### config.mk
export PLATFORM = sky130hd
export DESIGN_NAME = mov_sprite_fetch
export DESIGN_NICKNAME = d
export VERILOG_FILES = /design/src/rtl/mov_sprite_fetch.sv
export SDC_FILE = /design/constraint.sdc
export NUM_CORES = 1
export LEC_CHECK = 0
export CAP_MARGIN = 20
export CELL_PAD_IN_SITES_DETAIL_PLACEMENT = 0
export CELL_PAD_IN_SITES_GLOBAL_PLACEMENT = 2
export CORE_MARGIN = 2
export CORE_UTILIZATION = 42
export DETAILED_ROUTE_END_ITERATION = 8
export PLACE_DENSITY = 0.79
export SLEW_MARGIN = 10
export SYNTH_ARGS = -nofsm -noshare
export SYNTH_HDL_FRONTEND = slang
export SYNTH_SLANG_ARGS = --single-unit
### constraint.sdc
create_clock -name clock -period 5.3 [get_ports clock]
set_input_delay 0.53 -clock clock [delete_from_list [all_inputs] [get_ports clock]]
set_output_delay 0.53 -clock clock [all_outputs]
set_load 0.01 [all_outputs]
### src/rtl/mov_sprite_fetch.sv
`default_nettype none
// ---------------------------------------------------------------------------
// mov_sprite_fetch : per-line object scan + 3-stage pattern fetch pipeline
// Rev 1.0
// ---------------------------------------------------------------------------
module mov_sprite_fetch #(
  parameter int NUM_OBJ = 8,
  parameter int COORD_W = 10,
  localparam int OW = $clog2(NUM_OBJ)
) (
  input  logic               clock,
  input  logic               resetn,
  input  logic               obj_wen,
  input  logic [OW-1:0]      obj_addr,
  input  logic [COORD_W-1:0] obj_x,
  input  logic [COORD_W-1:0] obj_y,
  input  logic [5:0]         obj_sel,
  input  logic               obj_en,
  input  logic               line_start,
  input  logic [COORD_W-1:0] next_line,
  input  logic [COORD_W-1:0] pix_x,
  input  logic               pix_valid_in,
  output logic [5:0]         spr_select,
  output logic [3:0]         spr_x,
  output logic [3:0]         spr_y,
  input  logic [1:0]         spr_data,
  output logic [1:0]         pix_out,
  output logic               pix_hit,
  output logic               pix_valid_out
);

  typedef enum logic [0:0] {ST_IDLE = 1'b0, ST_SCAN = 1'b1} state_t;

  logic [COORD_W-1:0] r_tab_x   [NUM_OBJ];
  logic [COORD_W-1:0] r_tab_y   [NUM_OBJ];
  logic [5:0]         r_tab_sel [NUM_OBJ];
  logic [NUM_OBJ-1:0] r_tab_en;

  state_t             r_state;
  logic [OW-1:0]      r_idx;
  logic [COORD_W-1:0] r_line;
  logic [NUM_OBJ-1:0] r_sh_act;
  logic [NUM_OBJ-1:0] r_lv_act;
  logic [3:0]         r_sh_row [NUM_OBJ];
  logic [3:0]         r_lv_row [NUM_OBJ];

  logic r_hit_b, r_val_b, r_hit_c, r_val_c;

  always_ff @(posedge clock) begin
    if (!resetn) begin
      for (int i = 0; i < NUM_OBJ; i++) begin
        r_tab_x[i]   <= '0;
        r_tab_y[i]   <= '0;
        r_tab_sel[i] <= '0;
      end
      r_tab_en <= '0;
    end else if (obj_wen) begin
      r_tab_x[obj_addr]   <= obj_x;
      r_tab_y[obj_addr]   <= obj_y;
      r_tab_sel[obj_addr] <= obj_sel;
      r_tab_en[obj_addr]  <= obj_en;
    end
  end

  // Once line >= y holds, line-y < 16 is the same as line < y+16 without wrap.
  logic [COORD_W-1:0] w_dy;
  logic               w_scan_hit;
  assign w_dy       = r_line - r_tab_y[r_idx];
  assign w_scan_hit = r_tab_en[r_idx] && (r_line >= r_tab_y[r_idx]) && (w_dy < COORD_W'(16));

  always_ff @(posedge clock) begin
    if (!resetn) begin
      r_state  <= ST_IDLE;
      r_idx    <= '0;
      r_line   <= '0;
      r_sh_act <= '0;
      r_lv_act <= '0;
      for (int i = 0; i < NUM_OBJ; i++) begin
        r_sh_row[i] <= '0;
        r_lv_row[i] <= '0;
      end
    end else if (line_start) begin
      r_lv_act <= r_sh_act;
      for (int i = 0; i < NUM_OBJ; i++) r_lv_row[i] <= r_sh_row[i];
      r_line   <= next_line;
      r_sh_act <= '0;
      r_idx    <= '0;
      r_state  <= ST_SCAN;
    end else if (r_state == ST_SCAN) begin
      r_sh_act[r_idx] <= w_scan_hit;
      r_sh_row[r_idx] <= w_dy[3:0];
      r_idx           <= r_idx + 1'b1;
      if (r_idx == OW'(NUM_OBJ - 1)) r_state <= ST_IDLE;
    end
  end

  logic [COORD_W-1:0] w_dx [NUM_OBJ];
  logic [NUM_OBJ-1:0] w_cover;

  for (genvar g = 0; g < NUM_OBJ; g++) begin : g_cover
    assign w_dx[g]    = pix_x - r_tab_x[g];
    assign w_cover[g] = r_lv_act[g] && (pix_x >= r_tab_x[g]) && (w_dx[g] < COORD_W'(16));
  end

  logic          w_any;
  logic [OW-1:0] w_win;

  // Descending walk so the lowest covering index is the one left standing.
  always_comb begin
    w_any = 1'b0;
    w_win = '0;
    for (int i = NUM_OBJ - 1; i >= 0; i--) begin
      if (w_cover[i]) begin
        w_any = 1'b1;
        w_win = OW'(i);
      end
    end
  end

  always_ff @(posedge clock) begin
    if (!resetn) begin
      spr_select    <= '0;
      spr_x         <= '0;
      spr_y         <= '0;
      r_hit_b       <= 1'b0;
      r_val_b       <= 1'b0;
      r_hit_c       <= 1'b0;
      r_val_c       <= 1'b0;
      pix_out       <= '0;
      pix_hit       <= 1'b0;
      pix_valid_out <= 1'b0;
    end else begin
      spr_select    <= w_any ? r_tab_sel[w_win]  : 6'd0;
      spr_x         <= w_any ? w_dx[w_win][3:0]  : 4'd0;
      spr_y         <= w_any ? r_lv_row[w_win]   : 4'd0;
      r_hit_b       <= w_any && pix_valid_in;
      r_val_b       <= pix_valid_in;
      r_hit_c       <= r_hit_b;
      r_val_c       <= r_val_b;
      pix_out       <= r_hit_c ? spr_data : 2'b00;
      pix_hit       <= r_hit_c && (spr_data != 2'b00);
      pix_valid_out <= r_val_c;
    end
  end

endmodule
`default_nettype wire

Word-level counts from Yosys, hierarchy flattened
Memories as Yosys holds them, arrays and structs flattened. A register that Yosys moved wholly into a read port is not among the register bits.
Index checks and enable logic that the tools add are counted.
- add/subtract/negate cells: 10
- order comparisons: 23
- equality and inequality tests: 1
- mux-type cells: 63
- bitwise logic cells: 10
- reduce and logical (&&, ||, !) cells: 32
- operators with widths (operator ; number):
    >= comparator 10 bit ; 9
    < comparator 10 x 5 -> 1 bit (second input constant) ; 9
    subtractor 10 bit ; 9
    2-to-1 mux 4 bit ; 11
    2-to-1 mux 3 bit ; 14
    binary-select mux 10 bit (select 3 bit) ; 1
    2-to-1 mux 1 bit ; 29
    logical AND 1 bit ; 22
    2-to-1 mux 10 bit ; 2
    OR reduction 10 bit ; 2
    bitwise mux 8 bit ; 2
    < comparator 3 x 4 -> 1 bit (second input constant) ; 2
    OR 1 bit ; 8
    demux 1 bit (select 3 bit) ; 2
    >= comparator 3 x 1 -> 1 bit (second input constant) ; 2
    2-to-1 mux 6 bit ; 1
    OR reduction 6 bit ; 1
    >= comparator 4 bit (second input constant) ; 1
    NOT 3 -> 4 bit ; 1
    AND reduction 2 bit ; 2
    OR reduction 4 bit ; 1
    adder 3 x 1 -> 3 bit (second input constant) ; 1
    binary-select mux 1 bit (select 3 bit) ; 1
    equality test 3 bit (second input constant) ; 1
    other kinds (4) ; 5
- bits in registers: 50
- bits in writable memories: 272
- output and inout bits: 18
- word-level logic and storage cells: 158
- memories kept: 5
- memory list (name ; words ; bits a word ; read ports ; clocked after memory_dff ; write ports ; RTL line ; source):
    r_tab_x ; 8 ; 10 ; 8 ; 0 ; 8 ; 34 ; logic [COORD_W-1:0] r_tab_x [NUM_OBJ];
    r_tab_y ; 8 ; 10 ; 1 ; 1 ; 8 ; 35 ; logic [COORD_W-1:0] r_tab_y [NUM_OBJ];
    r_tab_sel ; 8 ; 6 ; 1 ; 1 ; 8 ; 36 ; logic [5:0] r_tab_sel [NUM_OBJ];
    r_lv_row ; 8 ; 4 ; 1 ; 1 ; 8 ; 45 ; logic [3:0] r_lv_row [NUM_OBJ];
    r_sh_row ; 8 ; 4 ; 8 ; 0 ; 8 ; 44 ; logic [3:0] r_sh_row [NUM_OBJ];

Longest topological paths before layout
- word-level depth: 15
- gate-level depth with buffers: 16
- gate-level depth less buffers: 15

Worst setup path after synthesis
No wires, ideal clock.
- path type: input-to-reg
- start: in pix_x[0]
- end: reg spr_x[1]
- library setup time: 0.087 ns
- arrival time: 3.723 ns
- data required time: 5.213 ns
- slack: 1.490 ns
- cell stages on the path: 15
- cells stage by stage: inv_1 ha_1 fa_1 nor2b_1 o31a_1 o21ai_0 a2111oi_4 o2111ai_1 or3_1 and3_4 o21ai_2 buf_6 mux2_4 a221o_1 a221oi_2
- word-level cells in the longest chain between the ends: 15
- elaborated cells between the ends (all ways): 61
- RTL lines (element ; RTL line ; source):
    start: declaration ; 21 ; input logic [COORD_W-1:0] pix_x,
    subtractor 10 bit or >= comparator 10 bit (tied branches) ; 101, 102 ;
    < comparator 10 x 5 -> 1 bit or logical AND 1 bit (tied branches) ; 102 ; assign w_cover[g] = r_lv_act[g] && (pix_x >= r_tab_x[g]) && (w_dx[g] < COORD_W'(16));
    logical AND 1 bit ; 102 ;
    2-to-1 mux 3 bit (8 in series) ; 113 ; if (w_cover[i]) begin
    NOT 3 -> 4 bit (implied by the code) ; 134 ; spr_x <= w_any ? w_dx[w_win][3:0] : 4'd0;
    binary-select mux 10 bit (select 3 bit) ; 134 ;
    2-to-1 mux 4 bit (implied by the code) (2 in series) ; 134 ;
    end signal: assignment ; 134 ;
    end: declaration ; 24 ; output logic [3:0] spr_x,
Parallel ways exist; a longest one is shown, timed or not. The select of a mux whose other input is x is not followed.
A chain may end at the register's enable or synchronous reset.

Worst setup path in the final report
- start: in pix_x[5]
- end: reg spr_y[0], read port of r_lv_row
- word-level cells in the longest chain between the ends: 13
- elaborated cells between the ends (all ways): 58
- RTL lines (element ; RTL line ; source):
    subtractor 10 bit or >= comparator 10 bit (tied branches) ; 101, 102 ;
    < comparator 10 x 5 -> 1 bit or logical AND 1 bit (tied branches) ; 102 ;
    logical AND 1 bit ; 102 ;
    2-to-1 mux 1 bit (8 in series) ; 113 ;
    AND reduction 2 bit (no line) ; - ;
    logical NOT 1 bit (no line) ; - ;
    end: declaration ; 25 ; output logic [3:0] spr_y,
Parallel ways exist; a longest one is shown, timed or not.

==> results.md <==
- Outcome: finished clean
- Top-level I/O count: 75
- Kind of critical path: in2reg
- Leakage: 8.10 nW
- Maximum clock rate: 0.220 GHz
- # diodes: 0
- Final WL: 48900 um
- WP data required: 5.75 ns
- Peak supply drop: 254 uV
- FILL cells: 3782
- Post-DP HPWL: 33000 um
- PnR Total Power: 0.00642 W
- Share of cells above drive strength 1: 9.04%
- Vias: 12300
- DR iter-0 viols: 935
- Final ANT Viol Nets: 0
- Core ar.: 0.0420 mm2
- Vias per Instance: 5.53
- Residual DRC count: 0
- RSZ-0062 raised after global routing: no
- Max cap viols: 0
- Area grow syn2layout: 15.6%
- Final hold vios: 0
- Die width: 211 um
- Hold Crit Class: reg2reg
- Initial antenna violation count: 3
- Psw: 0.00165 W
- Nets@finish: 1813
- First-pass GRT wire length: 74200 um
- Top_reg_cell synth: edfxtp_1
- Async SR Flop Fraction: 0%
- Pwr/cell area: 309 mW/mm2
- CP arrival: 4.99 ns
- Syn avg cell area: 11.5 um2
- Total gr overflow: 0
- WHS: 0.434 ns
- Syn Std Cell Area: 0.0180 mm2
- Sequential share of power: 47.2%
- Clk_skew: 0.0168 ns
- Clk slew on worst S/H paths: 0.06 ns
- Clock tree sinks: 335
- Crit start category: input pin
- Clock Power Share: 38.8%
- Routability cong.: 0.855
- Largest net degree at the start of global routing: 46
- Comb pwr share: 14.0%
- CTS tree: done
- Die extent in y: 211 um
- Register bit count reported by yosys: 335
- Post-synth EDFFs: 272
- Cts bufs inserted: 38
- Element type at the critical path end: flop
- Initial Utilization: 42.7%
- Die area: 0.0444 mm2
- CTS max path bufs: 3
- Synthesized net count: 1714
- Post-synth cell types: 75
- Total GRT Usage: 22.5%
- Int Power: 0.00477 W
- Fin crit share: 85.7%
- IO Port Bufs: 74
- Net Sw Frac: 25.6%
- Register area share after synthesis: 52.5%
- Row cnt: 75
- H-tree level count: 2
- Most Used Layer, Global Route: met2
- Slew @ Worst Pin: 0.950 ns
- Clk_lat worst skew: 0.56 ns
- Root Driver: clkbuf_16
- Slew Limit Fails: 0
- Critical path fanouts, max: 36
- GRT met1 Usage: 30.5%
- YS warnings: 0
- Relative slew slack: 36.7%
- Vias in the first global route: 12300
- Setup TNS: 0 ns
- Gates resized, CTS repair: 0
- DRT Pass-1 Iters: 7
- Grt met2 use: 37.2%
- Hold_buf cts: 0
- Setup-failing EPs final: 0
- Fin crit period: 4.54 ns
- Global routing usage on met3: 3.15%
- Wire per inst: 22.0 um
- Post-Synthesis Cells: 1556
- Post-CTS Setup Repair Bufs: 0
-- registers in the layout, indices dropped and copies added (netlist names), named ones only --
| signal | flops |
|---|---|
| pix_hit | 1 |
| pix_out | 2 |
| pix_valid_out | 1 |
| r_hit_b | 1 |
| r_hit_c | 1 |
| r_idx | 3 |
| r_line | 10 |
| r_lv_act | 8 |
| r_lv_row | 32 |
| r_sh_act | 8 |
| r_sh_row | 32 |
| r_state | 1 |
| r_tab_en | 8 |
| r_tab_sel | 48 |
| r_tab_x | 80 |
| r_tab_y | 80 |
| r_val_b | 1 |
| r_val_c | 1 |
| spr_select | 6 |
| spr_x | 4 |
| spr_y | 4 |
-- power groups by stage --
stage	registers, W	logic (W)	clock network, W
floorplan	0.00307	0.000583	0
global placement	0.00308	0.000892	0
detailed placement	0.00309	0.000896	0
CTS	0.00303	0.000902	0.00255
global route	0.00304	0.000997	0.00264
finish	0.00303	0.000898	0.00249
-- synth_stat cells (7+ instances only) --
master,n,area [um2]
edfxtp_1,272,8170
and2_1,221,1380
inv_1,123,462
nor2_1,110,413
ha_1,92,1150
mux2i_1,83,831
dfxtp_1,63,1260
o21ai_0,62,310
nand2_1,53,199
a21oi_1,47,235
clkbuf_1,43,161
and3_1,33,206
nor2b_1,25,156
nand2b_1,24,150
mux4_2,22,495
o21a_1,22,165
xnor2_1,22,193
nor3_1,16,80.1
a221o_1,13,130
a31oi_1,13,81.3
a22o_1,12,105
nand3_1,12,60.1
a21o_1,11,82.6
or4_1,10,75.1
fa_1,9,180
mux2_2,8,90.1
a22oi_1,7,52.6
o31a_1,7,61.3
-- worst paths after layout --
kind / from / slack, ns / end / cells past startpoint
worst max-delay path: pix_x[5] / 0.76 / spr_y[0] / 14
worst max register to register: flop / 1.14 / r_sh_act[0] / 14
worst min-delay path: r_val_b / 0.43 / r_val_c / 1
worst min register to register: r_val_b / 0.43 / r_val_c / 1
-- critical path: stages --
cell,delay [ns]
clkdlybuf4s50_1,0.75
ha_1,0.62
nor3_1,0.10
or4_4,0.50
a2111oi_4,0.29
o2111ai_1,0.21
or3_1,0.42
and3_4,0.21
o21ai_4,0.42
buf_12,0.33
buf_12,0.18
mux2i_1,0.21
a22o_1,0.15
nor2_1,0.04
-- layer usage --
layer | share of wire (%) | up-vias
met2 | 47 | 299
met3 | 4.6 | 81
met4 | 3.3 | 2
li1 | - | 5857
met5 | 0.020 | -
met1 | 45 | 6038
-- metrics by stage --
stage	worst slack, ns	util [%]	cell area [um2]	instances
floorplan	1.49	-	18000	1556
global placement	0.374	46.6	19600	2154
detailed placement	0.248	46.6	19600	2154
CTS	0.825	49.4	20800	2220
global route	0.544	49.4	20800	2220
finish	0.757	49.4	20800	2220
-- cells in the final DEF (no fill, tap or decap), drive strengths merged, types with 6 or more instances in the layout --
master,synthesis,routed
edfxtp,272,272
and2,222,222
inv,123,125
nor2,110,110
ha,92,92
mux2i,83,83
clkdlybuf4s50,0,72
dfxtp,63,63
o21ai,63,63
nand2,53,53
clkbuf,43,49
a21oi,47,47
buf,12,42
and3,34,34
nor2b,25,25
nand2b,24,24
mux4,22,22
xnor2,22,22
o21a,22,22
nor3,16,16
clkinv,0,14
a31oi,13,13
a221o,13,13
nand3,12,12
a22o,12,12
or4,12,12
a21o,11,11
mux2,10,10
fa,9,9
o31a,7,7
a22oi,7,7
o211ai,7,7
xor2,6,6
o221ai,6,6
a221oi,6,6
-- cells by family (layout without fill, tap and decap cells) --
| group | Yosys count | in the layout | share of synthesized area [%] |
|---|---|---|---|
| adder cells (fa/ha/maj) | 101 | 101 | 7.41 |
| buffers and inverters | 178 | 303 | 3.90 |
| flip-flops | 335 | 335 | 52.5 |
| AO/OA/AOI/OAI | 262 | 262 | 10.3 |
| AND/OR/NAND/NOR | 537 | 537 | 16.5 |
| multiplexers | 115 | 115 | 8.03 |
| XOR/XNOR | 28 | 28 | 1.37 |
-- cell type report --
cell class,count,area (um2),share of cell area [%]
inverters,123,462,2.22
repair buffers,114,1070,5.15
clock buffers,49,1030,4.98
well taps,539,674,3.25
multi-input cells,1043,7980,38.4
flip-flops and latches,335,9430,45.4
clock inverters,17,118,0.566
Power figures use the tool's default switching activity.
==> edit 1: new RTL, same flow settings <==
Register the output `spr_select` once more, with the module's reset; this adds one clock of latency there. The other outputs are not delayed to match.
--- a/src/rtl/mov_sprite_fetch.sv
+++ b/src/rtl/mov_sprite_fetch.sv
@@ -31,4 +31,6 @@
 
   typedef enum logic [0:0] {ST_IDLE = 1'b0, ST_SCAN = 1'b1} state_t;
+
+  logic [5:0] spr_select_s0;
 
   logic [COORD_W-1:0] r_tab_x   [NUM_OBJ];
@@ -120,5 +122,5 @@
   always_ff @(posedge clock) begin
     if (!resetn) begin
-      spr_select    <= '0;
+      spr_select_s0 <= '0;
       spr_x         <= '0;
       spr_y         <= '0;
@@ -131,5 +133,5 @@
       pix_valid_out <= 1'b0;
     end else begin
-      spr_select    <= w_any ? r_tab_sel[w_win]  : 6'd0;
+      spr_select_s0 <= w_any ? r_tab_sel[w_win]  : 6'd0;
       spr_x         <= w_any ? w_dx[w_win][3:0]  : 4'd0;
       spr_y         <= w_any ? r_lv_row[w_win]   : 4'd0;
@@ -144,4 +146,12 @@
   end
 
+  always_ff @(posedge clock) begin
+    if (!resetn) begin
+      spr_select <= '0;
+    end else begin
+      spr_select <= spr_select_s0;
+    end
+  end
+
 endmodule
 `default_nettype wire
Formal check against the unedited RTL: not equivalent (a bounded check fails within 10 cycles, from zero or initial values and one cycle with resetn low).
==> edit 1 against the unedited design <==
  * Synthesized cell count up 3.2%
  * Sequential cell count up 6
  * Clock skew up 0.020 ns
  * Combinational power down 1%
  * Wire length about the same
  * Die area up 2.0%
  * Highest routed layer is now met4
  * Power up 4.9%
  * Via count up 0.77%
  * Synthesized area up 2.0%
  * Largest power group unchanged
  * Design area up 2.1%
  * Setup slack better by 0.28 ns
  * Critical path depth unchanged
==> edit 1: results (changes against the unedited design) <==
[worst_setup_path]
setup.reg_to_reg.worst_slack_ns = 1.04  ; was 1.14 ns
critical_path_arrival_ns = 4.73  ; was 4.99 ns
crit_path_top_delay_cell = mux4_2  ; was clkdlybuf4s50_1
critPathTopFamily = compound AO/OA/AOI/OAI gates  ; was simple AND/OR/NAND/NOR gates
worstPathMaxFanout = 20  ; was 36

[drt]
drtPass1Iterations = 4  ; was 7
wire_per_inst_um = 21.1  ; was 22.0 um
drt-vias-per-instance = 5.35  ; was 5.53
initialDrtViolationCount = 875  ; was 935

[timing]
skew_ns = 0.0367  ; was 0.0168 ns
timing_worst_slew_pin_value_ns = 0.952  ; was 0.950 ns

[placement]
numPlacedInstances = 2238  ; was 2154
dpl.hpwl_um = 32900  ; was 33000 um

[yosys]
netlist-cell-type-count = 85  ; was 75
synth.area.top_cells = edfxtp_1 (45%), and2_1 (7.9%), dfxtp_1 (7.5%)  ; was edfxtp_1 (45%), and2_1 (7.7%), dfxtp_1 (7.0%)
postSynthAreaPerCell_um2 = 11.4  ; was 11.5 um^2
synth-seq-area-share_pct = 52.1  ; was 52.5%
netlist_top_cells_count = edfxtp_1 (272), and2_1 (230), inv_1 (111), nor2_1 (100), ha_1 (92)  ; was edfxtp_1 (272), and2_1 (221), inv_1 (123), nor2_1 (110), ha_1 (92)

[clock_tree]
cts-buffers-inserted = 40  ; was 38
clk-insertion-delay-late_ns = 0.59  ; was 0.56 ns

[power]
max_vdd_drop_mv = 0.266  ; was 0.254 mV
p_leak_nw = 8.37  ; was 8.10 nW

[global_route]
grt.met2_usage_pct = 38.0  ; was 37.2%
grt_antenna_before_repair = 7  ; was 3
gr-usage-all-layers_pct = 22.3  ; was 22.5%
grt.met3_usage_pct = 2.93  ; was 3.15%
largest_net_degree_at_the_start_of_global_routing = 63  ; was 46
number_of_global_route_vias_before_repair = 12301  ; was 12274
grtUsageMet1_pct = 29.9  ; was 30.5%
grt_pass1_wl_um = 74900  ; was 74200 um

[status]
run_status = finished, final reports clean  ; unchanged

[final_layout]
n_fill_cell = 3884  ; was 3782
drive_gt1_share_pct = 9.96  ; was 9.04%

==> edit 1: changes by cell type after synthesis, sizes merged, moves of 12 or more <==
| cell | before | now |
|---|---|---|
| inv | 123 | 111 |
| o21ai | 63 | 78 |
| mux2i | 83 | 63 |
| a221o | 13 | 1 |
| nand3 | 12 | 32 |
| nor2b | 25 | 43 |
| a22o | 12 | 0 |
==> edit 1: layer usage <==
| metal | vias to the layer above | wire length (um) |
|---|---|---|
| li1 | 5999 | - |
| met1 | 6069 | 21900 |
| met2 | 239 | 23800 |
| met3 | 65 | 2230 |
| met4 | 0 | 960 |
| met5 | - | 0 |
==> edit 1: worst paths after layout <==
check                start             to
setup / recovery  register    r_sh_act[6]
hold / removal     r_val_c  pix_valid_out
setup reg to reg  register    r_sh_act[6]
hold reg to reg    r_val_c  pix_valid_out
==> edit 1: kinds of logic after synthesis <==
logic type / Yosys count / synth area share (%)
adder cells (fa/ha/maj): 101 / 7.27
multiplexers: 89 / 6.39
AND/OR/NAND/NOR: 602 / 18.5
XOR/XNOR: 32 / 1.53
AO/OA/AOI/OAI: 271 / 10.5
flip-flops: 341 / 52.1
buffers and inverters: 170 / 3.66
==> edit 1: power breakdown <==
group	total, W	internal (W)	switching (W)
clock network	0.00278	0.00163	0.00115
registers	0.00307	0.00303	0.0000443
logic	0.000885	0.000348	0.000537
==> edit 1: stage by stage <==
step                setup WS (ns)  instance area (um^2)  hold WS (ns)
floorplan                    1.63                 18300         0.412
global route                0.671                 21200         0.443
global placement            0.579                 19900         0.413
detailed placement          0.537                 19900         0.420
CTS                          1.00                 21200         0.434
finish                       1.04                 21200         0.430
==> edit 1: area by class of cell <==
type | count | share of cell area, %
diodes | 1 | 0.0118
inverters | 111 | 1.97
flip-flops and latches | 341 | 45.0
multi-input cells | 1095 | 38.7
well taps | 585 | 3.45
clock inverters | 24 | 1.26
repair buffers | 106 | 4.58
clock buffers | 50 | 4.99
==> edit 2: new RTL, same settings <==
Without the edit above. The parameter `NUM_OBJ` goes from 8 to 4.
--- a/src/rtl/mov_sprite_fetch.sv
+++ b/src/rtl/mov_sprite_fetch.sv
@@ -5,5 +5,5 @@
 // ---------------------------------------------------------------------------
 module mov_sprite_fetch #(
-  parameter int NUM_OBJ = 8,
+  parameter int NUM_OBJ = 4,
   parameter int COORD_W = 10,
   localparam int OW = $clog2(NUM_OBJ)
Ports: changed (resized obj_addr); port bits go from 75 to 74. The function was not compared with the original's and may differ.
==> edit 2 against the unedited design <==
  * Hold slack worse by 0.0044 ns
  * Sequential cell count is 150 lower
  * Sequential power shrank 45%
  * Synthesized area down 46%
  * Power decreased by 46%
  * Count of clock-buffer cells in the layout is 32 lower
  * Via count fell by 46%
  * Core utilization rose by 0.65 points
  * Wire length shrank 53%
  * Setup slack gained 0.41 ns
  * Design area is 45% lower
  * Synthesized cell count shrank 43%
==> edit 2: results (changes against the unedited design) <==
[status]
run_status = finished, final reports clean  ; unchanged

[worst_setup_path]
r2r.worst_path.cells = 11  ; was 14
worstPathMaxFanout = 8  ; was 36
critical_path_arrival_ns = 4.46  ; was 4.99 ns
slowest_delay_ns = 0.58  ; was 0.75 ns
critPathTopFamily = buffers and inverters  ; was simple AND/OR/NAND/NOR gates

[yosys]
number_of_enable_flip_flop_cells_after_synthesis = 136  ; was 272
postSynthNetCount = 1007  ; was 1714
netlist_top_cells_count = edfxtp_1 (136), nor2_1 (122), inv_1 (97), nand2_1 (63), ha_1 (54)  ; was edfxtp_1 (272), and2_1 (221), inv_1 (123), nor2_1 (110), ha_1 (92)
synth-seq-area-share_pct = 52.2  ; was 52.5%
post-synth-top-area-fraction_pct = 42.1  ; was 45.5%
postSynthAreaPerCell_um2 = 10.9  ; was 11.5 um^2
synth.area.top_cells = edfxtp_1 (42%), dfxtp_1 (10%), ha_1 (7.0%)  ; was edfxtp_1 (45%), and2_1 (7.7%), dfxtp_1 (7.0%)
netlist-cell-type-count = 71  ; was 75

[final_layout]
number_of_cells_in_the_finished_layout_apart_from_fillers = 1262  ; was 2220
n_fill_cell = 2054  ; was 3782
top_regs = r_tab_x: 40 flops, r_tab_y: 40 flops, r_tab_sel: 24 flops  ; was r_tab_x: 80 flops, r_tab_y: 80 flops, r_tab_sel: 48 flops
nNetsFinal = 1079  ; was 1813
drive_gt1_share_pct = 10.0  ; was 9.04%

[global_route]
number_of_global_route_vias_before_repair = 6769  ; was 12274
grt_pass1_wl_um = 36900  ; was 74200 um
largest_net_degree_at_the_start_of_global_routing = 57  ; was 46
grt_antenna_before_repair = 0  ; was 3
gr-usage-all-layers_pct = 20.1  ; was 22.5%

[timing]
max_slew_margin_pct = 42.5  ; was 36.7%
fmaxAchievable_ghz = 0.242  ; was 0.220 GHz
skew_ns = 0.0108  ; was 0.0168 ns

[power]
p_leak_nw = 4.56  ; was 8.10 nW
max_vdd_drop_mv = 0.181  ; was 0.254 mV
switching_power_w = 0.000987  ; was 0.00165 W

[drt]
drtPass1Iterations = 5  ; was 7
routed-via-count = 6623  ; was 12277
initialDrtViolationCount = 378  ; was 935
finalWirelength_um = 23200  ; was 48900 um

[clock_tree]
clk-insertion-delay-late_ns = 0.43  ; was 0.56 ns
cts-buffers-inserted = 17  ; was 38
cts.reportedPaths.clkPinSlew_ns = 0.08  ; was 0.06 ns
cts_h_tree_depth = 4  ; was 2
cts-root-to-sink-buffers = 2  ; was 3

[placement]
port_buffers = 73  ; was 74
numPlacedInstances = 1230  ; was 2154
gp_congestion = 0.829  ; was 0.855
dpl.hpwl_um = 16200  ; was 33000 um

[hold_path]
min_path_cells = 1  ; unchanged

## edit 2: changes by cell type in the layout (fill, tap and decap cells not counted), moves of 26 or more
cell      change
mux2i_1      -48
edfxtp_1    -136
and2_1      -215
ha_1         -38
o21ai_0      -32
inv_1        -26
## edit 2: cell families (layout without fill, tap and decap cells)
family / after synthesis / in the layout / share of synthesized area [%]
AO/OA/AOI/OAI: 132 / 132 / 10.0
XOR/XNOR: 23 / 23 / 2.07
adder cells (fa/ha/maj): 59 / 59 / 7.99
buffers and inverters: 130 / 215 / 5.30
flip-flops: 185 / 185 / 52.2
multiplexers: 48 / 48 / 6.39
AND/OR/NAND/NOR: 315 / 315 / 16.1
## edit 2: area by class of cell
| class | instances | area (um^2) | share of cell area, % |
|---|---|---|---|
| timing repair buffer | 86 | 828 | 7.31 |
| clock buffer | 17 | 425 | 3.76 |
| clock inverter | 15 | 154 | 1.36 |
| sequential | 185 | 5060 | 44.7 |
| tap | 285 | 357 | 3.15 |
| multi-input combinational | 577 | 4140 | 36.5 |
| inverter | 97 | 364 | 3.21 |
## edit 2: through the flow
step / hold WS (ns) / cell area (um^2) / power, W / utilization [%]
final: 0.430 / 11300 / 0.00349 / 50.0
after global routing: 0.447 / 11300 / 0.00365 / 50.0
after CTS: 0.434 / 11300 / 0.00353 / 50.0
after detailed placement: 0.419 / 10700 / 0.00227 / 47.5
after global placement: 0.422 / 10700 / 0.00226 / 47.5
after floorplan: 0.412 / 9710 / 0.00209 / -
## edit 2: path summary, 6_finish.rpt
kind	start	endpoint	slack, ns
worst min-delay path	r_val_c	pix_valid_out	0.43
worst min register to register	r_val_c	pix_valid_out	0.43
worst max register to register	r_tab_x[1][1]	spr_x[0]	1.46
worst max-delay path	pix_x[1]	spr_select[5]	1.17
## edit 2: power by group through the flow
stage	Clock (W)	Sequential [W]	Combinational, W
after floorplan	0	0.00169	0.000394
after global placement	0	0.00170	0.000562
after detailed placement	0	0.00171	0.000570
after CTS	0.00129	0.00167	0.000572
after global routing	0.00134	0.00168	0.000634
final	0.00125	0.00167	0.000570
## edit 2: layer usage
metal | up-vias | track usage (%) | routed length [um]
met5 | - | 0 | 0
met4 | 0 | 5.33 | 238
met3 | 15 | 2.61 | 977
met2 | 148 | 33.3 | 11000
met1 | 3175 | 27.9 | 11000
li1 | 3285 | - | -
## edit 2: worst reg2reg max path: stages (launching register included)
cell       delay, ns
edfxtp_1        0.45
inv_1           0.09
ha_1            0.21
nor2b_1         0.15
o31a_1          0.27
o21ai_1         0.40
a2111oi_0       0.21
or4_4           0.45
nor4_4          0.54
and3b_1         0.75
a22oi_1         0.15
o21ai_1         0.12
